[config.mk]
export PLATFORM = sky130hd
export DESIGN_NAME = axi2apb_bridge
export DESIGN_NICKNAME = d
export VERILOG_FILES = /design/src/rtl/apb_pkg.sv /design/src/rtl/apb_timeout_cnt.sv /design/src/rtl/axi2apb_bridge.sv
export SDC_FILE = /design/constraint.sdc
export NUM_CORES = 1
export LEC_CHECK = 0
export BUFFER_PORTS_ARGS = -buffer_cell sky130_fd_sc_hd__buf_4
export CELL_PAD_IN_SITES_DETAIL_PLACEMENT = 1
export CELL_PAD_IN_SITES_GLOBAL_PLACEMENT = 2
export CORE_MARGIN = 4
export CORE_UTILIZATION = 25
export DETAILED_ROUTE_END_ITERATION = 8
export PLACE_DENSITY = 0.73
export SYNTH_ARGS = -nofsm -noshare
export SYNTH_HDL_FRONTEND = slang
export SYNTH_SLANG_ARGS = --single-unit
[constraint.sdc]
create_clock -name clk -period 4.8 [get_ports clk]
set_clock_uncertainty 0.15 [all_clocks]
set_input_delay 0.96 -clock clk [delete_from_list [all_inputs] [get_ports clk]]
set_output_delay 0.96 -clock clk [all_outputs]
set_load 0.01 [all_outputs]
[src/rtl/apb_pkg.sv]
// Shared types and constants for the AXI4-Lite to APB-style bridge.
package apb_pkg;

    typedef enum logic [2:0] {
        IDLE   = 3'd0,
        DECODE = 3'd1,
        REQ    = 3'd2,
        BRESP  = 3'd3,
        RRESP  = 3'd4
    } state_t;

    localparam logic [1:0] RESP_OKAY   = 2'b00;
    localparam logic [1:0] RESP_SLVERR = 2'b10;
    localparam logic [1:0] RESP_DECERR = 2'b11;

    localparam logic [3:0] PERIPH_MIN = 4'h2;
    localparam logic [3:0] PERIPH_MAX = 4'h7;

    function automatic logic periph_hit(input logic [11:0] addr);
        return (addr[11:8] >= PERIPH_MIN) && (addr[11:8] <= PERIPH_MAX);
    endfunction

endpackage

[src/rtl/apb_timeout_cnt.sv]
// Counts REQ cycles; cnt holds the ordinal of the current cycle, so expired
// rises in cycle number TIMEOUT when no completion has been seen.
module apb_timeout_cnt #(
    parameter int TIMEOUT = 255
) (
    input  logic clk,
    input  logic rst,
    input  logic clr,
    input  logic en,
    output logic expired
);

    localparam int W = $clog2(TIMEOUT + 1);

    logic [W-1:0] cnt;

    always_ff @(posedge clk or negedge rst) begin
        if (!rst) begin
            cnt <= '0;
        end else if (clr) begin
            cnt <= W'(1);
        end else if (en && !expired) begin
            cnt <= cnt + W'(1);
        end
    end

    assign expired = en && (cnt == W'(TIMEOUT));

endmodule

[src/rtl/axi2apb_bridge.sv]
// AXI4-Lite slave to simple downstream request bridge, one transaction at a time.
// States: IDLE accept AW/W/AR | DECODE range check | REQ sel high | BRESP/RRESP respond
module axi2apb_bridge
    import apb_pkg::*;
#(
    parameter int TIMEOUT = 255
) (
    input  logic        clk,
    input  logic        rst,
    input  logic [31:0] s_awaddr,
    input  logic        s_awvalid,
    output logic        s_awready,
    input  logic [31:0] s_wdata,
    input  logic        s_wvalid,
    output logic        s_wready,
    output logic [1:0]  s_bresp,
    output logic        s_bvalid,
    input  logic        s_bready,
    input  logic [31:0] s_araddr,
    input  logic        s_arvalid,
    output logic        s_arready,
    output logic [31:0] s_rdata,
    output logic [1:0]  s_rresp,
    output logic        s_rvalid,
    input  logic        s_rready,
    output logic        sel,
    output logic        wr_out,
    output logic [11:0] addr_out,
    output logic [31:0] data_out,
    input  logic        ready,
    input  logic [31:0] rdata_in,
    input  logic        err_in
);

    state_t      state, state_nxt;
    logic        run;
    logic        aw_v, w_v, ar_v;
    logic [11:0] aw_addr, ar_addr;
    logic [31:0] w_data;
    logic        cur_wr;
    logic [11:0] cur_addr;
    logic [31:0] cur_data;
    logic [1:0]  resp_q;
    logic [31:0] rdata_q;
    logic        last_grant;
    logic        wr_pend, rd_pend, pick_wr, timeout;
    logic        unused_addr_hi;

    assign unused_addr_hi = ^{s_awaddr[31:12], s_araddr[31:12]};

    assign wr_pend = aw_v && w_v;
    assign rd_pend = ar_v;
    // last_grant=1 means write won the last contested cycle, so read goes next.
    assign pick_wr = wr_pend && (!rd_pend || !last_grant);

    assign s_awready = run && (state == IDLE) && !aw_v;
    assign s_wready  = run && (state == IDLE) && !w_v;
    assign s_arready = run && (state == IDLE) && !ar_v;

    apb_timeout_cnt #(.TIMEOUT(TIMEOUT)) u_tmo (
        .clk     (clk),
        .rst     (rst),
        .clr     (state != REQ),
        .en      (state == REQ),
        .expired (timeout)
    );

    always_ff @(posedge clk or negedge rst) begin
        if (!rst) begin
            state <= IDLE;
        end else begin
            state <= state_nxt;
        end
    end

    always_comb begin
        state_nxt = state;
        case (state)
            IDLE:    if (wr_pend || rd_pend) state_nxt = DECODE;
            DECODE:  if (periph_hit(cur_addr)) state_nxt = REQ;
                     else state_nxt = cur_wr ? BRESP : RRESP;
            REQ:     if (ready || timeout) state_nxt = cur_wr ? BRESP : RRESP;
            BRESP:   if (s_bready) state_nxt = IDLE;
            RRESP:   if (s_rready) state_nxt = IDLE;
            default: state_nxt = IDLE;
        endcase
    end

    always_ff @(posedge clk or negedge rst) begin
        if (!rst) begin
            run        <= 1'b0;
            aw_v       <= 1'b0;
            w_v        <= 1'b0;
            ar_v       <= 1'b0;
            aw_addr    <= '0;
            ar_addr    <= '0;
            w_data     <= '0;
            cur_wr     <= 1'b0;
            cur_addr   <= '0;
            cur_data   <= '0;
            resp_q     <= RESP_OKAY;
            rdata_q    <= '0;
            last_grant <= 1'b0;
        end else begin
            run <= 1'b1;
            if (s_awvalid && s_awready) begin
                aw_v    <= 1'b1;
                aw_addr <= s_awaddr[11:0];
            end
            if (s_wvalid && s_wready) begin
                w_v    <= 1'b1;
                w_data <= s_wdata;
            end
            if (s_arvalid && s_arready) begin
                ar_v    <= 1'b1;
                ar_addr <= s_araddr[11:0];
            end
            case (state)
                IDLE: if (wr_pend || rd_pend) begin
                    cur_wr <= pick_wr;
                    if (pick_wr) begin
                        cur_addr <= aw_addr;
                        cur_data <= w_data;
                        aw_v     <= 1'b0;
                        w_v      <= 1'b0;
                    end else begin
                        cur_addr <= ar_addr;
                        cur_data <= '0;
                        ar_v     <= 1'b0;
                    end
                    if (wr_pend && rd_pend) last_grant <= pick_wr;
                end
                DECODE: if (!periph_hit(cur_addr)) begin
                    resp_q  <= RESP_DECERR;
                    rdata_q <= '0;
                end
                REQ: if (ready) begin
                    resp_q  <= err_in ? RESP_SLVERR : RESP_OKAY;
                    rdata_q <= cur_wr ? 32'd0 : rdata_in;
                end else if (timeout) begin
                    resp_q  <= RESP_SLVERR;
                    rdata_q <= '0;
                end
                default: ;
            endcase
        end
    end

    assign sel      = (state == REQ);
    assign wr_out   = cur_wr;
    assign addr_out = cur_addr;
    assign data_out = cur_data;
    assign s_bvalid = (state == BRESP);
    assign s_bresp  = resp_q;
    assign s_rvalid = (state == RRESP);
    assign s_rresp  = resp_q;
    assign s_rdata  = rdata_q;

endmodule

Word level (Yosys, flattened, before mapping)
Index checks and enable logic that the tools add are counted.
- $add $sub $neg: 1
- $lt $le $gt $ge: 2
- equal/unequal tests: 12
- multiplexer cells: 33
- reduce and logical (&&, ||, !) cells: 28
- operators with widths (kind ; count):
    32-bit two-way mux ; 5
    32-bit one-hot mux with 2 select lines ; 1
    3-bit two-way mux ; 6
    8-bit two-way mux ; 2
    3-bit one-hot mux with 5 select lines ; 1
    1-bit logical AND ; 13
    1-bit two-way mux ; 12
    12-bit two-way mux ; 1
    8-bit by 1-bit adder with 8-bit output (second input constant) ; 1
    8-bit equality test (second input constant) ; 1
    2-bit two-way mux ; 4
    3-bit by 2-bit equality test with 1-bit output (second input constant) ; 2
    2-bit by 1-bit inequality test with 1-bit output (second input constant) ; 3
    3-bit AND reduction ; 2
    1-bit logical NOT ; 5
    4-bit by 2-bit >= comparator with 1-bit output (second input constant) ; 1
    4-bit by 3-bit <= comparator with 1-bit output (second input constant) ; 1
    2-bit inequality test (second input constant) ; 2
    2-bit one-hot mux with 2 select lines ; 1
    4-bit AND reduction ; 1
    2-bit nonzero test ; 2
    3-bit by 1-bit equality test with 1-bit output (second input constant) ; 1
    3-bit equality test (second input constant) ; 1
    3-bit logical NOT ; 1
    other kinds (4) ; 6
- register bits: 151
- input bits: 137
- output and inout bits: 87

Depth between registers and ports, before layout
- word-level depth: 8
- gate-level depth with buffers: 7

Hierarchy
Synthesis repeated with hierarchy kept, for this count alone.
- cell total of the unflattened synthesis: 437
- area total of the unflattened synthesis: 6174.7 µm²
- modules (own cells, without submodules) (module ; times used ; cells each ; area an instance (µm²) ; sequential area each (µm²)):
    axi2apb_bridge ; 1 ; 389 ; 5683.0 ; 3578.4
    apb_timeout_cnt ; 1 ; 48 ; 491.7 ; 200.2

Worst setup path after synthesis
OpenSTA, ideal clock, no wires.
- path type: register -> output
- from: reg state[2]
- to: out s_arready
- arrival time: 1.251 ns
- setup slack: 2.439 ns
- stages on the path, launching flop included: 4
- cell sequence: dfrtp_1 -> buf_4 -> or4b_4 -> nor2_2
- longest elaborated chain between the ends: 3
- RTL lines (what ; line ; RTL):
    start: declaration ; axi2apb_bridge.sv:35 ; state_t state, state_nxt;
    start signal: assignment ; axi2apb_bridge.sv:72 ; state <= state_nxt;
    3-bit logical NOT ; axi2apb_bridge.sv:58 ; assign s_arready = run && (state == IDLE) && !ar_v;
    1-bit logical AND (2 in series) ; axi2apb_bridge.sv:58 ;
    end: declaration ; axi2apb_bridge.sv:21 ; output logic s_arready,
Every way passes these cells.

Final worst setup path
- from: reg state[1]
- to: out s_arready
Same word-level chain as after synthesis.

==> results list <==
- The flow ran to the end, and the final reports show no timing, DRC or antenna violations.
- After synthesis, the share of flip-flops with an asynchronous set or reset is between 90% and 100%.
- Commonest cells after routing, fill and taps aside: buf_4 (183), dfrtp_1 (151), a22o_1 (64)
- Unrepaired setup endpoints after global routing: no
* Register bit count reported by yosys: 151
* Top delay family on crit path: simple AND/OR/NAND/NOR gates
* GPL Wtd Cong: ~0.73
* Critical path capture point type: output pin
- Initial antenna violation count: 0
* Number of buffer and inverter instances along the worst setup path: 1
* Netlist area before placement: 6010 um^2
- Sequential standard cell area: 3780 um^2
- Highest net fanout along the worst path: 13
- The die is between 150 and 200 um tall.
- The smallest clock period supported by the final layout is computed as ~3000 ps.
- Reg clk slew, reported paths: 60 ps
- Highest cell delay on the worst timing path: just over 600 ps
* Horiz. Die Dim: 163 um
- For this run, design rule violations remaining after detail routing come to 0.
- Share of final-layout standard cells stronger than drive strength 1: between 40 and 50%
- The filler cells instantiated in the layout total 2548.
- Post-synthesis average cell area: 14.7 um^2
* Leakage power of the design: 4.22 nW
* Endpoints failing hold: 0
- Timing-limited maximum frequency: roughly 330 MHz
* Total of max-cap violations: 0
* Yosys warning total: 0
- Summing all multi-input logic gate instances after layout gives approximately 2000 um^2.
* Maximum clock path buffer count: 2
- Std cell rows: 56
* Worst-path cell chain: or4b_4, nor2_2, buf_4
- The worst hold path belongs to the class flip-flop to flip-flop.
- For the pin with the worst max-slew slack, the measured transition is ~1300 ps.
- Once detailed placement completed, the half-perimeter wirelength came to roughly 11000 um.
* Count of input and output buffers: around 180
- The number of max-slew violations in the final report was 0.
* Number of nets in the final layout: 721
- Among all stages on the critical path, the largest delay is contributed by or4b_4.
- Area Growth Syn to Fin: 38.2%
* Endpoint required time on the critical path: 3690 ps
* Syn nets: 546
- Across every metal layer, demand over resource in global routing totals 12.2%.
- Number of buffers added for setup after CTS: 0
* Post-synth EDFFs: 0
* Synthesized instance count: 408
- Proportion of synthesized chip area in sequential cells: 62.9%
* Iter 0 DRT Violations: 177
- Across the VDD grid, the largest voltage drop is approximately 240 uV.
* Setup crit start kind: flip-flop
* CTS buffer count: 17
* Max-slew headroom at the worst pin: 13.3%
* Startpoint-to-endpoint class of the critical path: flip-flop to output pin
- The clock net in this run drives a total of 151 sinks.
* Final routed wire length divided by cell count: 17.5 um
* Boundary pin count: roughly 220
* Root buffer cell: clkbuf_16
- Clock tree from TritonCTS: yes
- Once detail routing completed, the nets flagged for antenna violations numbered 0.
* Most used flip-flop cell after synthesis: dfrtp_1
* Number of resized instances in the post-cts repair step: 0
- Vias after detailed routing: 4127
- The die covers roughly 27000 um^2.
* Level count of the clock H-tree: 4
- Wire length of the first global-routing pass: 25500 um
- The number of antenna diodes in the final layout is 0.
- Starting Density: 25.5%
- Number of vias per cell after detailed routing: 4.51
- Total power divided by cell area: 680 nW/um^2
* Period Utilization, post-route: 62.7%
- Worst hold margin: ~350 ps
- After routing, the total negative slack on setup checks comes to 0 ps.
- The library cell used most frequently in the layout, excluding fill and tap cells, is buf_4.
- Setup violations remaining at the end of the flow were counted as 0.
- Wire length reported by the detailed router: 16000 um
- Critical path arrival: 1900 ps
- The pre-antenna-repair detailed-routing pass consisted of 4 iterations.
- Entering global routing, the biggest net connects 84 pins.
- For the worst-skew pair, the clock arrives at the later sink with an insertion delay of 410 ps.
* Floorplan Core Area: between 20000 and 25000 um^2
- Number of hold buffers added after CTS: 0
- Number of distinct library cell variants in the gate-level netlist after synthesis: 50
- Remaining Overflow, GRT: 0
* Via count of the first global-routing pass: 4638
-- layer usage --
layer  global-route usage, %  vias to the layer above  wire (um)
met5                       0                        -          0
met4                    4.69                        0        325
met3                    4.01                       23       1110
met2                    19.6                      129       7730
met1                    15.3                     2108       6880
li1                        -                     1867          -
-- layout make-up --
cell class              count  share of cell area, %
flip-flops and latches    151                   45.5
multi-input cells         210                   24.1
repair buffers            185                   16.9
clock buffers              18                   5.17
well taps                 319                   4.81
clock inverters            14                   2.67
inverters                  18                  0.814
-- path summary, 6_finish.rpt --
path / start / end / slack [ps] / depth (start not counted)
worst max-delay path: state[1]$_DFFE_PN0P_ / s_arready / 1790 / 3
worst min-delay path: s_rdata[31]$_DFFE_PN0P_ / s_rdata[31]$_DFFE_PN0P_ / 350 / 1
worst max register to register: state[1]$_DFFE_PN0P_ / s_rdata[28]$_DFFE_PN0P_ / 1900 / 5
worst min register to register: s_rdata[31]$_DFFE_PN0P_ / s_rdata[31]$_DFFE_PN0P_ / 350 / 1
max in group asynchronous: rst / w_data[15]$_DFFE_PN0P_ / 3190 / 2
min in group asynchronous: rst / w_data[19]$_DFFE_PN0P_ / 430 / 1
-- cells by family after synthesis --
group	share of synthesized area [%]
flip-flops	62.9
AO/OA/AOI/OAI	14.3
multiplexers	13.9
buffers and inverters	3.94
AND/OR/NAND/NOR	4.08
XOR/XNOR	0.583
adder cells (fa/ha/maj)	0.208
other	0.0624
-- flip-flops by register name (all words and copies together), names as in the netlist --
| signal | flops |
|---|---|
| s_bresp | 2 |
| s_rdata | 32 |
| ar_addr | 12 |
| w_v | 1 |
| wr_out | 1 |
| run | 1 |
| aw_v | 1 |
| data_out | 32 |
| aw_addr | 12 |
| last_grant | 1 |
| addr_out | 12 |
| w_data | 32 |
| ar_v | 1 |
| u_tmo.cnt | 8 |
| state | 3 |
-- Yosys cell counts, types with 5 or more instances --
cell / count / area share, %
mux2_4: 47 / 12
nor2_1: 8 / 0.50
buf_2: 9 / 0.75
mux2_2: 9 / 1.7
a21oi_1: 8 / 0.67
dfrtp_1: 151 / 63
clkbuf_1: 11 / 0.69
nand2_1: 9 / 0.56
inv_1: 17 / 1.1
buf_6: 5 / 0.94
a222oi_1: 12 / 2.0
a22o_1: 64 / 9.3
-- power breakdown --
part	switching, mW	internal, mW	total [mW]
Combinational	0.855	1.09	1.94
Clock	0.549	0.930	1.48
Sequential	0.390	1.84	2.23
-- metrics by stage --
step | worst slack, ps | std cells | util, % | cell area, um^2 | total power, mW
after CTS | 1760 | 915 | 35.3 | 8300 | 5.75
after global placement | 2080 | 883 | 32.5 | 7650 | 4.12
final | 1790 | 915 | 35.3 | 8300 | 5.65
after global routing | 1670 | 915 | 35.3 | 8300 | 6.00
after detailed placement | 1910 | 883 | 32.5 | 7650 | 4.22
after floorplan | 2440 | 408 | - | 6010 | 3.33
Power figures use the tool's default switching activity.
